## config.mk

```make
export PLATFORM = sky130hd
export DESIGN_NAME = aes_stream_sequencer
export DESIGN_NICKNAME = d
export VERILOG_FILES = /design/src/rtl/aes_stream_sequencer.sv
export SDC_FILE = /design/constraint.sdc
export NUM_CORES = 1
export LEC_CHECK = 0
export CAP_MARGIN = 5
export CORE_AREA = 3 3 363 365
export DETAILED_ROUTE_END_ITERATION = 8
export DIE_AREA = 0 0 366 368
export GPL_TIMING_DRIVEN = 0
export MAX_ROUTING_LAYER = met4
export PLACE_DENSITY = 0.36
export SLEW_MARGIN = 20
export SYNTH_ARGS = -nofsm -noshare
export SYNTH_HDL_FRONTEND = slang
export SYNTH_SLANG_ARGS = --single-unit
```

## constraint.sdc

```tcl
create_clock -name clk -period 2.6 [get_ports clk]
set_clock_uncertainty 0.1 [all_clocks]
set_input_delay 0.52 -clock clk [delete_from_list [all_inputs] [get_ports clk]]
set_output_delay 0.52 -clock clk [all_outputs]
set_load 0.1 [all_outputs]
```

## src/rtl/aes_stream_sequencer.sv

```systemverilog
// aes_stream_sequencer
// Valid/ready front end for the AES core. It loads a key once, then sends one block
// at a time through the core's init/next/enc_ready handshake. Each result is held on
// a registered output until downstream takes it.
// Optional feature macro: AES_CBC_EN. When defined, blocks are chained in CBC mode.
// Otherwise blocks are sent straight through (ECB).
module aes_stream_sequencer #(
  parameter int unsigned PULSE_CYCLES   = 2,
  parameter int unsigned TIMEOUT_CYCLES = 1024
) (
  input  logic         clk,
  input  logic         reset,
  input  logic [127:0] key_in,
  input  logic         key_valid,
  output logic         key_ready,
  input  logic [127:0] iv_in,
  input  logic [127:0] s_data,
  input  logic         s_valid,
  output logic         s_ready,
  output logic [127:0] m_data,
  output logic         m_valid,
  input  logic         m_ready,
  output logic [127:0] core_key,
  output logic [127:0] core_block,
  output logic         core_init,
  output logic         core_next,
  input  logic         core_ready,
  input  logic [127:0] core_result,
  output logic         busy,
  output logic         err,
  output logic [31:0]  blk_count
);

  localparam int unsigned PulseW = (PULSE_CYCLES > 1) ? $clog2(PULSE_CYCLES) : 1;
  localparam int unsigned ToutW  = $clog2(TIMEOUT_CYCLES);
  localparam logic [PulseW-1:0] PulseLast = PulseW'(PULSE_CYCLES - 1);
  localparam logic [ToutW-1:0]  ToutLast  = ToutW'(TIMEOUT_CYCLES - 1);

  typedef enum logic [2:0] {
    IDLE, KINIT, KWAIT, READY, NPULSE, NDROP, NWAIT, OUT
  } seqStateE;

  seqStateE          state;
  logic [PulseW-1:0] pulseCnt;
  logic [ToutW-1:0]  toutCnt;
  logic              keyLoaded;
  logic              sReadyQ;
  logic              keyAccept;
  logic              blkAccept;
  logic              waitState;
  logic              waitExit;
  logic              toutHit;

`ifdef AES_CBC_EN
  logic [127:0] chain;
`else
  logic unusedIv;
  assign unusedIv = ^iv_in;
`endif

  // A key offered in the same cycle as a block wins, so s_ready follows key_valid low.
  assign s_ready   = sReadyQ & keyLoaded & ~key_valid;
  assign keyAccept = key_ready & key_valid;
  assign blkAccept = s_ready & s_valid;

  // The wait states share one timeout counter. The abort fires only when the awaited event has not arrived.
  assign waitState = (state == KWAIT) || (state == NDROP) || (state == NWAIT);
  assign waitExit  = ((state == KWAIT) && core_ready) ||
                     ((state == NDROP) && !core_ready) ||
                     ((state == NWAIT) && core_ready);
  assign toutHit   = waitState && !waitExit && (toutCnt == ToutLast);

  // Sequencer FSM with registered core, stream and status outputs
  always_ff @(posedge clk or negedge reset) begin
    if (!reset) begin
      state      <= IDLE;
      pulseCnt   <= '0;
      toutCnt    <= '0;
      keyLoaded  <= 1'b0;
      sReadyQ    <= 1'b0;
      key_ready  <= 1'b0;
      m_data     <= '0;
      m_valid    <= 1'b0;
      core_key   <= '0;
      core_block <= '0;
      core_init  <= 1'b0;
      core_next  <= 1'b0;
      busy       <= 1'b0;
      err        <= 1'b0;
      blk_count  <= '0;
`ifdef AES_CBC_EN
      chain      <= '0;
`endif
    end else begin
      if (waitState) toutCnt <= toutCnt + ToutW'(1);

      if (keyAccept) begin
        // A new key restarts expansion from IDLE or READY and resets the stream
        state     <= KINIT;
        core_key  <= key_in;
        core_init <= 1'b1;
        pulseCnt  <= '0;
        keyLoaded <= 1'b0;
        key_ready <= 1'b0;
        sReadyQ   <= 1'b0;
        busy      <= 1'b1;
        err       <= 1'b0;
        blk_count <= '0;
`ifdef AES_CBC_EN
        chain     <= iv_in;
`endif
      end else if (toutHit) begin
        // The core stopped responding, so drop any in-flight block and require a fresh key
        state     <= IDLE;
        core_init <= 1'b0;
        core_next <= 1'b0;
        keyLoaded <= 1'b0;
        key_ready <= 1'b1;
        sReadyQ   <= 1'b0;
        busy      <= 1'b0;
        err       <= 1'b1;
`ifdef AES_CBC_EN
        chain     <= '0;
`endif
      end else begin
        case (state)
          IDLE: key_ready <= 1'b1;
          KINIT: begin
            pulseCnt <= pulseCnt + PulseW'(1);
            if (pulseCnt == PulseLast) begin
              core_init <= 1'b0;
              toutCnt   <= '0;
              state     <= KWAIT;
            end
          end
          KWAIT: begin
            if (core_ready) begin
              keyLoaded <= 1'b1;
              key_ready <= 1'b1;
              sReadyQ   <= 1'b1;
              busy      <= 1'b0;
              state     <= READY;
            end
          end
          READY: begin
            if (blkAccept) begin
`ifdef AES_CBC_EN
              core_block <= s_data ^ chain;
`else
              core_block <= s_data;
`endif
              core_next  <= 1'b1;
              pulseCnt   <= '0;
              key_ready  <= 1'b0;
              sReadyQ    <= 1'b0;
              busy       <= 1'b1;
              state      <= NPULSE;
            end
          end
          NPULSE: begin
            pulseCnt <= pulseCnt + PulseW'(1);
            if (pulseCnt == PulseLast) begin
              core_next <= 1'b0;
              toutCnt   <= '0;
              state     <= NDROP;
            end
          end
          NDROP: begin
            if (!core_ready) begin
              toutCnt <= '0;
              state   <= NWAIT;
            end
          end
          NWAIT: begin
            if (core_ready) begin
              m_data  <= core_result;
              m_valid <= 1'b1;
`ifdef AES_CBC_EN
              chain   <= core_result;
`endif
              state   <= OUT;
            end
          end
          OUT: begin
            if (m_ready) begin
              m_valid   <= 1'b0;
              blk_count <= blk_count + 32'd1;
              key_ready <= 1'b1;
              sReadyQ   <= 1'b1;
              busy      <= 1'b0;
              state     <= READY;
            end
          end
          default: state <= IDLE;
        endcase
      end
    end
  end

endmodule

```

==> results by group, run 1 <==
Clock network
  • Clk slew on worst S/H paths: 0.06 ns
  • CTS Buf Count: 60
  • H-tree depth: 2
  • CTS tree: built
  • CTS sink cnt: 438
  • Root Driver: clkbuf_16
  • Clk_lat worst skew: 0.64 ns
  • CTS max path bufs: 3

Synthesis
  • Synth Register Bits: 438
  • Syn_nets: 2186
  • Multiplexer share of the synthesized area: 8.818%
  • Syn. warnings: 0
  • Synth unique cells: 57
  • Ys async rst share: 100.0%
  • Adder-cell share of the synthesized area: 0.1449%
  • Largest family of logic cells by synthesized area: simple AND/OR/NAND/NOR gates
  • Xor/xnor cell area share of the yosys netlist: 0.9130%
  • Post-Synthesis Cells: 1666
  • Syn Std Cell Area: 0.01727 mm²
  • Mean area per synthesized cell: 10.36 µm²
  • Post-Synth Simple-Gate Area: 21.47%
  • Compound-Gate Fraction of Synth Area: 2.804%
  • Post-synth EDFFs: 0
  • Register area share after synthesis: 63.47%
  • Main flop type after synthesis: dfrtp_1

Timing
  • Setup ws final: 0.09018 ns
  • Setup tns final: 0 ns
  • Post-route clock period utilization: 96.53%
  • Slew Viols, Final: 0
  • RSZ-0062 raised after global routing: false
  • Max Fclk: 398.4 MHz
  • Final Hold Viols: 0
  • Worst-Margin Slew: 1.119 ns
  • Final setup violation count: 0
  • Worst rel slew slack: 24.72%
  • WHS: 0.3105 ns
  • Post-layout min period: 2.510 ns

Placement
  • Dpl hpwl: 66050 µm
  • Final RePlAce weighted congestion: 0.7692
  • Placed Cells: 4225
  • Pre-CTS setup slack: -1.252 ns
  • Port Buffers: 812

Flow run
  • Max cap viols: 0

Worst setup path
  • Crit-path max FO: 2
  • Worst path top cell family by delay: buffers and inverters
  • Crit Path Category: reg -> out
  • Critical-path cell with the highest stage delay: clkdlybuf4s15_1
  • Crit path arrival time: 1.89 ns
  • Critical path depth: 1
  • Worst Reg-to-Reg Cells: 5
  • Buf/Inv on CP: 1
  • Crit-path cells: clkdlybuf4s15_1
  • Crit end category: output port
  • Startpoint Class: register
  • Data required time of the worst path: 1.98 ns
  • Max incr delay on CP: 0.88 ns

Global routing
  • First-pass GRT wire length: 121600 µm
  • Initial antenna violation count: 13
  • Overflow after GRT: 0
  • Largest net degree at the start of global routing: 83
  • GRT Overall Usage: 12.74%
  • Vias in the first global route: 16140

Floorplanning
  • I/O pin count: 941
  • Cell Rows: 132
  • Effective utilization at floorplan: 13.37%
  • Chip Height: 368 µm
  • Core area: 0.1292 mm²
  • Die area: 0.1347 mm²
  • Die X: 366 µm

Final layout
  • Layout area overhead: 70.28%
  • Final Non-Filler Cells: 4343
  • Fillers: 14220
  • Layout cells sized above 1: 14.58%
  • Final nets: 3067

Detailed routing
  • Total wire length: 85190 µm
  • Starting DRC count in detailed routing: 646
  • Vias per cell: 3.457
  • Via Count: 15010
  • DRT antenna net count: 0
  • DR WL/cell: 19.62 µm
  • DRT Pass-1 Iters: 4
  • # DRC: 0

Pwr
  • Lkg Pwr: 0.01485 µW
  • Max VDD drop: 651.5 µV
  • Power density cells: 1391 mW/mm²
  • Tot Pwr: 40910 µW

Worst hold path
  • Worst hold path type: in -> reg
  • Hold depth: 3

Outcome
  • Status: complete, no violations
==> power breakdown <==
part           switching, µW  internal [µW]
Combinational          18900           3610
Sequential              1140           8900
Clock                   3410           4950
Total                  23400          17500
==> layer usage <==
layer / global-route usage (%) / up-vias / wire, µm
li1: - / 7180 / -
met4: 3.023 / 0 / 1499
met3: 5.144 / 78 / 7841
met5: - / - / 0
met2: 20.98 / 508 / 41510
met1: 14.45 / 7246 / 34340
==> kinds of logic (layout without fill, tap and decap cells) <==
logic type      Yosys count  count (layout)
buf+inv                  92            1018
fa+ha+maj                 2               2
other cells               0               9
xor+xnor                 18              18
mux                     136             136
simple gates            915             915
compound gates           65              65
flops                   438             438
==> flip-flops by register name, indices dropped and copies added, names as in the netlist <==
register    flops
blk_count      32
m_valid         1
m_data        128
core_block    128
state           3
sReadyQ         1
pulseCnt        1
core_init       1
core_next       1
err             1
toutCnt        10
keyLoaded       1
key_ready       1
core_key      128
busy            1
==> synth_stat cells (2+ instances only) <==
cell type / count / area share (%)
nand2_1: 799 / 17
dfrtp_1: 438 / 63
mux2_2: 129 / 8.4
clkbuf_1: 54 / 1.2
nor2_1: 34 / 0.74
buf_2: 28 / 0.81
a21oi_1: 18 / 0.52
nand4_1: 13 / 0.47
nand3_1: 11 / 0.32
xor2_1: 11 / 0.56
nor3_1: 8 / 0.23
o31ai_1: 8 / 0.35
or4_1: 8 / 0.35
mux2i_1: 7 / 0.41
xnor2_1: 7 / 0.36
and4_1: 6 / 0.30
nand2b_1: 6 / 0.22
o21ai_0: 6 / 0.17
a31oi_1: 5 / 0.18
and2_1: 5 / 0.18
and3_1: 5 / 0.18
a41o_1: 4 / 0.23
buf_6: 4 / 0.26
o2111ai_1: 4 / 0.20
or3_1: 4 / 0.14
inv_1: 3 / 0.065
nor4_1: 3 / 0.11
o211ai_1: 3 / 0.13
a31o_1: 2 / 0.10
buf_1: 2 / 0.043
ha_1: 2 / 0.14
nand4_2: 2 / 0.14
o311ai_1: 2 / 0.10
o41ai_1: 2 / 0.10
==> area by class of cell <==
class                           instances  area, µm²  share of cell area, %
Sequential cell                       438      10960                  37.28
Timing Repair Buffer                  821       7970                  27.11
Multi-Input combinational cell       1136       5913                  20.11
Tap cell                             1742       2180                  7.413
Clock buffer                           88       1687                  5.736
Buffer                                 86      410.4                  1.396
Clock inverter                         19      245.2                 0.8340
Antenna cell                            9      22.52                0.07660
Inverter                                4      15.01                0.05106
==> what timing repair did <==
action	CTS	global route
hold endpoints to repair	60	0
pin swaps	1	0
hold buffers	1	0
endpoints found under the setup margin	701	149
resized for setup	626	33
setup buffers	2	1
==> placed cells by master, fill, tap and decap left out, types with 18 or more instances in the layout <==
cell	n
clkdlybuf4s50_1	388
dfrtp_1	438
clkdlybuf4s15_2	76
clkbuf_16	60
clkbuf_2	19
clkdlybuf4s15_1	48
dlygate4sd2_1	284
buf_2	35
clkbuf_1	59
a21oi_1	18
nor2_1	33
mux2_2	129
nand2_1	798
==> per-stage QoR <==
stage	utilization (%)	area, µm²
floorplan	-	17270
global placement	21.35	27580
detailed placement	21.43	27680
CTS	22.74	29370
global route	22.76	29400
finish	22.77	29400
==> final timing paths <==
kind | to | from | slack, ns
min in group asynchronous | core_key[13] | reset | 0.32
max | m_data[88] | m_data[88] | 0.09
max in group asynchronous | core_block[16] | reset | 0.75
min | core_key[27] | key_in[27] | 0.31
max reg2reg | blk_count[16] | blk_count[3] | 0.20
min reg2reg | core_block[25] | core_block[25] | 0.36
(Power assumes the default switching activity.)
==> run 2, diff against run 1 <==
--- a/config.mk
+++ b/config.mk
@@ -6,12 +6,13 @@
 export NUM_CORES = 1
 export LEC_CHECK = 0
 export CAP_MARGIN = 5
-export CORE_AREA = 3 3 363 365
+export CORE_AREA = 4 4 359 361
+export CTS_BUF_LIST = sky130_fd_sc_hd__clkbuf_8
 export DETAILED_ROUTE_END_ITERATION = 8
-export DIE_AREA = 0 0 366 368
+export DIE_AREA = 0 0 363 365
 export GPL_TIMING_DRIVEN = 0
 export MAX_ROUTING_LAYER = met4
-export PLACE_DENSITY = 0.36
+export PLACE_DENSITY = 0.37
 export SLEW_MARGIN = 20
 export SYNTH_ARGS = -nofsm -noshare
 export SYNTH_HDL_FRONTEND = slang
==> results by group, run 2 (synthesis results as in run 1) <==
Pwr
  • Power density cells: 1366 mW/mm² (-1.8%)
  • Sequential share of power: 24.7% (about the same)
  • Clock power share: 18.7% (-1.7 points)
  • Switch Pwr: 23550 µW (+0.44%)
  • Internal: 17410 µW (-0.31%)
  • Lkg Pwr: 0.01407 µW (-5.2%)
  • Logic pwr share: 56.7% (+1.7 points)
  • Switching Fraction: 57.49% (+0.18 points)
  • Max VDD drop: 808.0 µV (+24%)

Detailed routing
  • # DRC: 0 (unchanged)
  • Total wire length: 87080 µm (+2.2%)
  • DRT antenna net count: 0 (unchanged)
  • Starting DRC count in detailed routing: 641 (-0.77%)
  • Vias per cell: 3.544 (+2.5%)
  • DRT Pass-1 Iters: 5 (+1)
  • DR WL/cell: 20.19 µm (+2.9%)
  • Via Count: 15290 (+1.8%)

Worst setup path
  • Startpoint Class: register
  • Crit end category: output port
  • Max incr delay on CP: 0.54 ns (-0.34 ns)
  • Crit path arrival time: 1.83 ns (-0.06 ns)
  • Data required time of the worst path: 1.98 ns (about the same)
  • Critical path depth: 1 (unchanged)
  • Crit-path cells: buf_2
  • Worst path top cell family by delay: buffers and inverters
  • Crit Path Category: reg -> out
  • Critical-path cell with the highest stage delay: buf_2
  • Crit-path max FO: 9 (+7)
  • Worst Reg-to-Reg Cells: 6 (+1)
  • Buf/Inv on CP: 1 (unchanged)

Timing
  • Post-layout min period: 2.453 ns (-0.05685 ns)
  • Max Fclk: 407.7 MHz (+2.3%)
  • Worst-Margin Slew: 0.9483 ns (-0.1706 ns)
  • Final Hold Viols: 0 (unchanged)
  • Slew Viols, Final: 0 (unchanged)
  • RSZ-0062 raised after global routing: true
  • Worst rel slew slack: 36.20% (+11 points)
  • WHS: 0.1929 ns (-0.1176 ns)
  • Setup ws final: 0.1470 ns (+0.05685 ns)
  • Final setup violation count: 0 (unchanged)
  • Post-route clock period utilization: 94.35% (-2.2 points)

Placement
  • Placed Area: 0.02759 mm² (-0.35%)
  • Pre-CTS setup slack: -1.209 ns (+0.04241 ns)
  • Dpl hpwl: 68390 µm (+3.5%)
  • Port Buffers: 812 (unchanged)
  • Final RePlAce weighted congestion: 0.7574 (-1.5%)
  • Placed Cells: 4135 (-2.1%)

Flow run
  • Max cap viols: 0 (unchanged)

Global routing
  • First-pass GRT wire length: 121100 µm (-0.43%)
  • Largest net degree at the start of global routing: 84 (+1.2%)
  • GRT Overall Usage: 13.05% (+0.31 points)
  • Vias in the first global route: 16280 (+0.90%)
  • Initial antenna violation count: 13 (unchanged)
  • Overflow after GRT: 0 (unchanged)

Final layout
  • Final nets: 3104 (+1.2%)
  • Layout cells sized above 1: 28.47% (+14 points)
  • Layout area overhead: 73.68%
  • Post-Layout Inst Area: 0.02999 mm² (+2.0%)
  • Final Core Density: 23.91% (+1.1 points)
  • Top Registers: core_block: 128 flops, core_key: 128 flops, m_data: 128 flops
  • Most frequent cells in the layout: nand2_1, dfrtp_1, clkdlybuf4s15_2
  • Most common cell after layout, fill and taps aside: nand2_1
  • Final Non-Filler Cells: 4313 (-0.69%)

Clock network
  • Clk_lat worst skew: 0.75 ns (+0.11 ns)
  • CTS max path bufs: 3 (unchanged)
  • H-tree depth: 3 (+1)
  • Clk slew on worst S/H paths: 0.06 ns (about the same)
  • CTS tree: built
  • Root Driver: clkbuf_8
  • CTS Buf Count: 94 (+57%)
  • CTS sink cnt: 438 (unchanged)

Floorplanning
  • Cell Rows: 130 (-1.5%)
  • Die X: 363 µm (-0.82%)
  • Core area: 0.1254 mm² (-2.9%)
  • Effective utilization at floorplan: 13.77% (+0.40 points)
  • Chip Height: 365 µm (-0.82%)
  • I/O pin count: 941 (unchanged)
  • Die area: 0.1325 mm² (-1.6%)

Worst hold path
  • Hold depth: 3 (unchanged)
  • Worst hold path type: in -> reg

Outcome
  • Status: complete, no violations
[run 2: stage by stage]
step	power [µW]	setup TNS, ns
global placement	34410	-
CTS	41800	0
detailed placement	34320	-305.99
floorplan	27220	0
global route	42940	-0.01790
finish	40960	0
[run 2: final timing paths]
| kind | startpoint | endpoint | slack (ns) |
|---|---|---|---|
| worst max-delay path | blk_count[21] | blk_count[21] | 0.15 |
| worst min-delay path | key_in[74] | core_key[74] | 0.19 |
| worst max register to register | key_ready | m_data[98] | 0.18 |
| worst min register to register | core_block[62] | core_block[62] | 0.36 |
| max in group asynchronous | reset | core_block[3] | 0.87 |
| min in group asynchronous | reset | m_data[95] | 0.21 |
[run 2: area by class of cell]
type / count / area (µm²)
multi-input combinational: 1136 / 5908
clock inverter: 51 / 296.5
fill: 13630 / 95420
antenna: 8 / 20.02
inverter: 4 / 15.01
tap: 1650 / 2064
buffer: 87 / 409.1
sequential: 438 / 10960
clock buffer: 116 / 1597
timing repair buffer: 823 / 8720
[run 2: routing by layer]
layer	vias to the layer above	track usage (%)	part of all wire, %
li1	7255	-	-
met1	7368	14.43	39
met2	551	21.49	49
met3	113	6.109	10
met4	0	2.886	1.8
met5	-	-	0
[run 2: power groups by stage]
stage / clock network [µW] / registers (µW) / logic [µW]
after floorplan: 0 / 24800 / 2380
after global placement: 0 / 10200 / 24200
after detailed placement: 0 / 10200 / 24100
after CTS: 8100 / 10200 / 23600
after global routing: 8380 / 10400 / 24200
final: 7650 / 10100 / 23200
[run 2: worst min-delay path: cells and delay by family]
family	cells	cell delay (ns)
buf+inv	1	0.39
simple gates	2	0.09
[run 2: what timing repair did]
action / 4_1_cts / 5_1_grt
pin swaps: 1 / 0
hold buffers: 2 / 0
gates resized for setup: 1262 / 19
setup buffers: 2 / 0
endpoints found under the hold margin: 145 / 0
setup endpoints to repair: 641 / 91
==> RTL edit, RTL diff (settings of run 1) <==
Build with the macro `AES_CBC_EN` defined.
--- a/src/rtl/aes_stream_sequencer.sv
+++ b/src/rtl/aes_stream_sequencer.sv
@@ -4,6 +4,8 @@
 // a registered output until downstream takes it.
 // Optional feature macro: AES_CBC_EN. When defined, blocks are chained in CBC mode.
 // Otherwise blocks are sent straight through (ECB).
+`define AES_CBC_EN
+
 module aes_stream_sequencer #(
   parameter int unsigned PULSE_CYCLES   = 2,
   parameter int unsigned TIMEOUT_CYCLES = 1024
Formal check against the unedited RTL: same outputs for any inputs over 4 cycles, from zero or initial values and one cycle with reset low; that may be too few to reach the edited logic, so the function may still have changed.
==> RTL edit against run 1 <==
Sequential cell count grew 128. Cell count rose by 18%. Cell area rose by 32%. Area after synthesis is 42% higher. Total power rose by 21%. Die area unchanged. Worst setup slack got worse by 0.018 ns. Wire length grew 47%. Sequential power grew 37%. Via count is 38% higher. Register-to-register slack got worse by 0.04 ns. Clock power increased by 24%.
==> RTL edit: results (changes against run 1) <==
| Metric | Value |
|---|---|
| Type of the most critical hold path | `primary input to asynchronous set/reset pin` |
| Synthesized Nets | `2759 (+26%)` |
| Inst Count DP | `4931 (+17%)` |
| Vias | `20700 (+38%)` |
| Leak Pwr | `18.3 nW (+24%)` |
| DR WL/cell | `24.6 um (+25%)` |
| Final net count | `3789 (+24%)` |
| Register area share after synthesis | `57.9% (-5.6 points)` |
| Period minus WS final | `2.53 ns (+0.0176 ns)` |
| Worst EP arrival | `1.91 ns (+0.02 ns)` |
| Hpwl dp | `97800 um (+48%)` |
| Largest net degree at the start of global routing | `79 (-4.8%)` |
| Post-synth top cells | `dfrtp_1, nand2_1, a21oi_1, nor2_1, xnor2_1` |
| Worst R2R Setup Slack | `0.16 ns (-0.04 ns)` |
| Layout cells sized above 1 | `16.3% (+1.7 points)` |
| Worst-margin pin slew | `1.06 ns (-0.0620 ns)` |
| Post-Synthesis Cells | `2239 (+34%)` |
| Final hold slack | `0.266 ns (-0.0449 ns)` |
| DR iter-0 viols | `1144 (+77%)` |
| Status | `complete, no violations` |
| Vias in the first global route | `22200 (+38%)` |
| Port bufs | `940 (+16%)` |
| DP Area | `0.0363 mm2 (+31%)` |
| Pre-CTS setup slack | `-1.28 ns (-0.0322 ns)` |
| Final Cell Area | `0.0387 mm2 (+32%)` |
| Clk Latency, worst-skew pair | `0.66 ns (+0.02 ns)` |
| RD Place Congestion | `0.842 (+9.5%)` |
| Reg2Reg Depth | `7 (+2)` |
| Filler cell count | `13700 (-3.9%)` |
RTL edit: logic make-up (layout without fill, tap and decap cells):
group                      count (synthesis)  in the layout  share of synthesized area, %
AOI/OAI and AO/OA                        339            339                          9.75
DFF                                      566            566                          57.9
xor gates and xnor gates                 143            143                          5.12
adders and majority gates                  2              2                         0.102
buffers and inverters                    158           1242                          3.00
other                                      0             41                             0
muxes                                    262            262                          11.4
and+or+nand+nor                          769            769                          12.7
RTL edit: repair_timing:
item	CTS	global route
hold buffers	1	0
endpoints found under the setup margin	934	168
hold endpoints to repair	60	0
buffers inserted	0	0
gates resized for setup	804	34
RTL edit: cell type report:
cell class | instances | area share [%]
flip-flops and latches | 566 | 36.6
multi-input cells | 1515 | 24.7
repair buffers | 951 | 24.6
well taps | 1742 | 5.63
clock buffers | 110 | 5.58
plain buffers | 151 | 1.97
clock inverters | 23 | 0.601
diodes | 41 | 0.265
inverters | 7 | 0.0678
RTL edit: metal layers:
metal | routed length (um) | GRT usage [%] | part of all wire [%]
met1 | 49900 | 21.1 | 40
met2 | 60900 | 30.5 | 48
met3 | 11100 | 7.30 | 8.9
met4 | 3640 | 6.48 | 2.9
met5 | 0 | - | 0
RTL edit: worst max path at each step:
stage	endpoint	start	cells past startpoint
3_5_place_dp	core_key[87]	key_valid	7
3_3_place_gp	core_key[27]	reset	1
5_1_grt	core_key[118]	core_key[118]	1
4_1_cts	core_key[64]	core_key[64]	1
6_report	core_block[127]	core_block[127]	1
2_1_floorplan	chain[100]	key_ready	5
RTL edit: where the power goes:
| part | switching, mW | internal, mW |
|---|---|---|
| combinational | 19.8 | 5.58 |
| clock | 4.40 | 6.00 |
| sequential | 1.93 | 11.8 |
| total | 26.2 | 23.4 |
